### src/rtl/acc_drain.sv
// Drains signed partial sums from the show-ahead ACC FIFO, adds GroupSize of them
// into one wider result and hands it downstream on a valid/ready handshake.
module acc_drain #(
  parameter int DataWidth  = 32,
  parameter int OutWidth   = 40,
  parameter int GroupSize  = 4,
  parameter int CountWidth = 2
) (
  input  logic                 clk,
  input  logic                 aclr,
  input  logic                 FifoEmpty,
  input  logic [DataWidth-1:0] FifoData,
  output logic                 FifoPop,
  input  logic                 OutReady,
  output logic                 OutValid,
  output logic [OutWidth-1:0]  OutData,
  output logic                 Busy
);

  localparam logic [0:0] ST_ACCUM = 1'b0;
  localparam logic [0:0] ST_HOLD  = 1'b1;

  localparam logic [CountWidth-1:0] COUNT_ZERO = {CountWidth{1'b0}};
  localparam logic [CountWidth-1:0] COUNT_ONE  = CountWidth'(1'b1);
  localparam logic [CountWidth-1:0] COUNT_LAST = CountWidth'(GroupSize - 1);

  logic [0:0]            state_r;
  logic [CountWidth-1:0] count_r;
  logic [OutWidth-1:0]   acc_r;
  logic [OutWidth-1:0]   out_data_r;
  logic                  out_valid_r;
  logic                  busy_r;

  logic [0:0]            state_next_s;
  logic [CountWidth-1:0] count_next_s;
  logic [OutWidth-1:0]   acc_next_s;
  logic [OutWidth-1:0]   out_data_next_s;
  logic                  out_valid_next_s;
  logic                  busy_next_s;
  logic                  pop_s;
  logic [OutWidth-1:0]   entry_ext_s;
  logic [OutWidth-1:0]   sum_s;

  // Pop decode and the running sum; the first entry of a group restarts from zero.
  always_comb begin
    pop_s       = (state_r == ST_ACCUM) & ~FifoEmpty & ~aclr;
    entry_ext_s = OutWidth'($signed(FifoData));
    sum_s       = ((count_r == COUNT_ZERO) ? {OutWidth{1'b0}} : acc_r) + entry_ext_s;
  end

  assign FifoPop  = pop_s;
  assign OutValid = out_valid_r;
  assign OutData  = out_data_r;
  assign Busy     = busy_r;

  // Next-state logic: accumulate on pops, close the group on the last entry, wait for the handshake.
  always_comb begin
    state_next_s     = state_r;
    count_next_s     = count_r;
    acc_next_s       = acc_r;
    out_data_next_s  = out_data_r;
    out_valid_next_s = out_valid_r;
    case (state_r)
      ST_ACCUM: begin
        if (pop_s) begin
          acc_next_s = sum_s;
          if (count_r == COUNT_LAST) begin
            out_data_next_s  = sum_s;
            out_valid_next_s = 1'b1;
            count_next_s     = COUNT_ZERO;
            state_next_s     = ST_HOLD;
          end else begin
            count_next_s = count_r + COUNT_ONE;
          end
        end else begin
          acc_next_s = acc_r;
        end
      end
      ST_HOLD: begin
        // No pop in the handshake cycle; gathering restarts on the following edge.
        if (OutReady) begin
          out_valid_next_s = 1'b0;
          state_next_s     = ST_ACCUM;
        end else begin
          out_valid_next_s = 1'b1;
        end
      end
      default: begin
        state_next_s     = ST_ACCUM;
        count_next_s     = COUNT_ZERO;
        out_valid_next_s = 1'b0;
      end
    endcase
    busy_next_s = (count_next_s != COUNT_ZERO) | out_valid_next_s;
  end

  // State and output registers; reset discards any partial group or pending result.
  always_ff @(posedge clk or posedge aclr) begin
    if (aclr) begin
      state_r     <= ST_ACCUM;
      count_r     <= COUNT_ZERO;
      acc_r       <= {OutWidth{1'b0}};
      out_data_r  <= {OutWidth{1'b0}};
      out_valid_r <= 1'b0;
      busy_r      <= 1'b0;
    end else begin
      state_r     <= state_next_s;
      count_r     <= count_next_s;
      acc_r       <= acc_next_s;
      out_data_r  <= out_data_next_s;
      out_valid_r <= out_valid_next_s;
      busy_r      <= busy_next_s;
    end
  end

endmodule

### config.mk
export PLATFORM = sky130hd
export DESIGN_NAME = acc_drain
export DESIGN_NICKNAME = d
export VERILOG_FILES = /design/src/rtl/acc_drain.sv
export SDC_FILE = /design/constraint.sdc
export NUM_CORES = 1
export LEC_CHECK = 0
export BUFFER_PORTS_ARGS = -buffer_cell sky130_fd_sc_hd__clkbuf_2
export CORE_MARGIN = 3
export CORE_UTILIZATION = 36
export CTS_CLUSTER_SIZE = 16
export DETAILED_ROUTE_END_ITERATION = 10
export PLACE_DENSITY = 0.53
export SLEW_MARGIN = 20
export SYNTH_ARGS = -nofsm -noshare
export SYNTH_HDL_FRONTEND = slang
export SYNTH_SLANG_ARGS = --single-unit
### constraint.sdc
create_clock -name clk -period 10.23 [get_ports clk]
set_input_delay 1.5345 -clock clk [delete_from_list [all_inputs] [get_ports clk]]
set_output_delay 1.5345 -clock clk [all_outputs]
set_load 0.1 [all_outputs]
# Word level (Yosys, flattened, before mapping)
# Index checks and enable logic that the tools add are counted.
# Widths: inputs -> output; s select.
[classes]
n_addsub = 2
multipliers = 0
div_mod_pow = 0
order_cmp = 0
n_eq_ne = 1
n_shift = 0
n_mux = 11
bitwise = 6
reduce_logical = 4
[ops]
columns = ["op", "n"]
rows = [
  ["$add 40x40->40", 1],
  ["$mux 40", 1],
  ["$mux 2", 3],
  ["$mux 1", 5],
  ["$pmux 1 s2", 2],
  ["$not 1->1", 3],
  ["$reduce_and 3->1", 1],
  ["$add 2x1->2 const B", 1],
  ["$and 1x1->1", 2],
  ["$eq 2x2->1 const B", 1],
  ["$logic_not 2->1", 1],
  ["$reduce_and 2->1", 1],
  ["$reduce_bool 2->1", 1],
  ["$or 1x1->1", 1],
]
[word_totals]
regBits = 85
latchBits = 0
ram_bits = 0
romBits = 0
output_inout_bits = 43
elab_cells = 30
memories = 0

# Longest topological paths before layout
[depth]
word_depth = 7
ltp_mapped = 14

# Worst setup path after synthesis
# OpenSTA, ideal clock, no wires.
[synth_timing]
path_type = "input to output"
from = "input FifoEmpty"
to = "output FifoPop"
t_arrival_ns = 3.199
path_slack_ns = 5.496
path_stages = 4
cell_sequence = "or3_1 > clkbuf_1 > clkinv_1 > buf_1"
[synth_via]
elab_chain_cells = 3
[synth_lines]
columns = ["element", "line", "source"]
rows = [
  ["start: declaration", "11", "input logic FifoEmpty,"],
  ["$not 1->1", "46", "pop_s = (state_r == ST_ACCUM) & ~FifoEmpty & ~aclr;"],
  ["$and 1x1->1 (2 in a row)", "46", ""],
  ["end: declaration", "13", "output logic FifoPop,"],
]
# No other way between the ends.

# Worst setup path after layout
[layout_timing]
from = "input aclr"
to = "output FifoPop"
[layout_via]
elab_chain_cells = 2
[layout_lines]
columns = ["element", "line", "source"]
rows = [
  ["start: declaration", "10", "input logic aclr,"],
  ["$not 1->1", "46", ""],
  ["$and 1x1->1", "46", ""],
]
# No other way between the ends.

==> key figures <==
Setup path
  – Maximum fanout encountered on the critical timing path: 80
  – Max incr delay on CP: 570 ps
  – CP endpoint kind: output pin
  – CP required: 8700 ps
  – Slowest cell on the critical path: sky130_fd_sc_hd__buf_4
  – Worst Path Class, Setup: primary input to output pin
  – Launching element type of the critical path: primary input
  – Worst Path Arrival: 3440 ps
  – Sequence of cells on the critical path: clkbuf_2, or3_2, buf_4, clkinv_1, buf_4, clkbuf_2

Timing
  – Final critical path time including I/O delays and setup: 4980 ps
  – Final setup violation count: 0
  – Setup repair after global routing missed its margin: false
  – Minimum hold slack: 468 ps
  – Share of the cycle needed by the critical path after routing: 0.487
  – Max-slew violation count: 0
  – Remaining max-slew budget at the tightest pin: 0.417
  – Worst Clk Skew: 10.9 ps
  – Maximum clock frequency: 201 MHz
  – Setup TNS after final layout: 0 ps
  – Slew at the pin with the worst max-slew slack: 873 ps
  – Final Hold Fails: 0

Clocking
  – TritonCTS clock tree: built
  – Master cell of the clock root buffer: sky130_fd_sc_hd__clkbuf_16
  – Clock transition at path regs: 60 ps
  – Buffers inserted during post-CTS setup optimization: 0
  – Number of sinks handled by clock tree synthesis: 85
  – Cts bufs inserted: 9
  – Number of resized instances in the post-cts repair step: 0
  – Number of buffers added to fix hold violations after cts: 0
  – Maximum level of the CTS H-tree: 3
  – Buffers from clock root to sink, at most: 2
  – Clock latency on the worst-skew pair: 360 ps

Routing
  – Total routed wirelength: 14200 µm
  – Number of DRC markers in iteration 0: 290
  – WL/cell: 15.0 µm
  – Via count: 4984
  – Antenna Violating Nets Remaining: 0
  – Number of design rule violations left after detail routing: 0
  – DRT Pass-1 Iters: 4
  – Vias per Instance: 5.27

Logic synthesis
  – Number of warnings issued by yosys: 0
  – Number of flip-flops and latches in the synthesized netlist: 85
  – Cell taking the most area after synthesis: sky130_fd_sc_hd__dfrtp_1
  – Synth Area per Inst: 8.39 µm²
  – Cell types with the highest counts after synthesis: sky130_fd_sc_hd__nand2_1 (116), sky130_fd_sc_hd__dfrtp_1 (85), sky130_fd_sc_hd__o21ai_0 (81)
  – Share of synthesized area occupied by flip-flops and latches: 0.378
  – Biggest area contributors in the synthesized netlist: sky130_fd_sc_hd__dfrtp_1 (38%), sky130_fd_sc_hd__ha_1 (9.1%), sky130_fd_sc_hd__nand2_1 (7.7%)
  – Summed instance area of the synthesized netlist: 0.00563 mm²
  – Number of distinct library cell variants in the gate-level netlist after synthesis: 50
  – Share of the synthesized area in the top cell type: 0.378
  – Async set-reset flop share out of synthesis: 1.00
  – Net Count, Synth: 749
  – Dominant cell by count in the synthesized netlist: sky130_fd_sc_hd__nand2_1
  – Number of instances in the synthesized netlist: 671
  – Most used DFF post-synth: sky130_fd_sc_hd__dfrtp_1
  – Number of synthesized flops with an enable pin: 0

Finish
  – Total of fill cells in the finished design: 1535
  – NumNets Final: 809
  – Number of antenna diodes: 0
  – Final core area utilization: 0.427
  – Area growth from synthesis to layout: 15.7%
  – Reg area: 0.00213 mm²
  – Share of final-layout standard cells stronger than drive strength 1: 0.144
  – Multi-input gate area in the final layout: 0.00330 mm²

Place
  – Detailed Place HPWL: 10400 µm
  – Gpl congestion: 0.832
  – Buffers added on ports: 78

Floorplan
  – Vertical die dimension: 131 µm
  – Starting utilization of the core area: 0.369
  – Die outline width: 131 µm
  – Overall die area: 0.0172 mm²
  – Number of ports placed on the die boundary: 79
  – Core area: 0.0153 mm²
  – Row count: 45

Run
  – Max cap viols: 0

Run status
  – Status: completed

Min path
  – Type of the worst min-delay path: register to register

Global route
  – GR Overflow Total: 0
  – Maximum number of pins on one net before global-route repair: 81
  – Number of global-route vias before repair: 4806
  – Antenna violations before repair: 0
  – Total routing usage reported by global routing: 0.172
  – Global-route wire length before repair: 23500 µm
==> flip-flops by register name, indices dropped and copies added, names as in the netlist <==
name,count
OutData,40
acc_r,40
count_r,2
Busy,1
OutValid,1
state_r,1
==> cell families (layout without fill, tap and decap cells) <==
| family | after synthesis | in the layout | share of synthesized area |
|---|---|---|---|
| compound gates | 210 | 210 | 0.233 |
| flops | 85 | 85 | 0.378 |
| buf+inv | 52 | 116 | 0.0356 |
| fa+ha+maj | 42 | 42 | 0.0947 |
| simple gates | 255 | 255 | 0.217 |
| xor+xnor | 27 | 27 | 0.0420 |
==> final cells by class <==
class,instances,share of cell area
clock buffers,11,0.0373
multi-input cells,534,0.507
well taps,211,0.0406
inverters,17,0.00999
flip-flops and latches,85,0.327
repair buffers,84,0.0669
clock inverters,4,0.0111
==> through the flow <==
step	cells	cell area, µm²	setup WS, ps
global route	946	6510	5080
finish	946	6510	5250
global placement	931	6190	5310
CTS	946	6510	5240
detailed placement	931	6190	5240
floorplan	671	5630	5500
==> layer usage <==
metal,vias up,routed length (µm),global-route usage
met5,-,0,0
met4,0,222,0.0575
met3,14,564,0.0272
met2,89,6620,0.286
met1,2358,6760,0.228
li1,2523,-,-
==> path summary, 6_finish.rpt <==
path | from | endpoint | slack [ps] | cells after the start
max | aclr | FifoPop | 5250 | 6
min | acc_r[22] | acc_r[22] | 470 | 2
max reg2reg | count_r[0] | OutData[34] | 6190 | 14
min reg2reg | acc_r[22] | acc_r[22] | 470 | 2
max in group asynchronous | aclr | acc_r[21] | 7900 | 3
min in group asynchronous | aclr | OutData[3] | 1230 | 2
==> cells in the final DEF (no fill, tap or decap), types with 2 or more instances in the layout <==
| master | n |
|---|---|
| sky130_fd_sc_hd__nand2_1 | 115 |
| sky130_fd_sc_hd__dfrtp_1 | 85 |
| sky130_fd_sc_hd__o21ai_0 | 81 |
| sky130_fd_sc_hd__clkbuf_2 | 78 |
| sky130_fd_sc_hd__a21oi_1 | 41 |
| sky130_fd_sc_hd__ha_1 | 41 |
| sky130_fd_sc_hd__nor2b_1 | 40 |
| sky130_fd_sc_hd__nor2_1 | 28 |
| sky130_fd_sc_hd__nand3_1 | 23 |
| sky130_fd_sc_hd__xnor2_1 | 17 |
| sky130_fd_sc_hd__a21o_1 | 16 |
| sky130_fd_sc_hd__inv_1 | 15 |
| sky130_fd_sc_hd__nand4_1 | 14 |
| sky130_fd_sc_hd__xor2_1 | 10 |
| sky130_fd_sc_hd__a211oi_1 | 9 |
| sky130_fd_sc_hd__o211ai_1 | 9 |
| sky130_fd_sc_hd__clkbuf_16 | 9 |
| sky130_fd_sc_hd__o21bai_1 | 8 |
| sky130_fd_sc_hd__nor3_1 | 8 |
| sky130_fd_sc_hd__a211o_1 | 8 |
| sky130_fd_sc_hd__o21a_1 | 7 |
| sky130_fd_sc_hd__o31ai_1 | 7 |
| sky130_fd_sc_hd__nand2b_1 | 7 |
| sky130_fd_sc_hd__buf_4 | 6 |
| sky130_fd_sc_hd__o2111ai_1 | 5 |
| sky130_fd_sc_hd__nand4b_1 | 4 |
| sky130_fd_sc_hd__a31oi_1 | 3 |
| sky130_fd_sc_hd__a221oi_1 | 3 |
| sky130_fd_sc_hd__or3_1 | 3 |
| sky130_fd_sc_hd__or4_1 | 3 |
| sky130_fd_sc_hd__a21oi_2 | 2 |
| sky130_fd_sc_hd__a41oi_1 | 2 |
| sky130_fd_sc_hd__and2_1 | 2 |
| sky130_fd_sc_hd__clkinv_2 | 2 |
| sky130_fd_sc_hd__bufinv_16 | 2 |
==> critical path, delay by kind of cell <==
| family | cells | cell delay [ps] |
|---|---|---|
| buffers and inverters | 5 | 1780 |
| and+or+nand+nor | 1 | 100 |
Power is not shown: default switching activity piles up to over one toggle a cycle in this logic, so the estimate is an artifact.
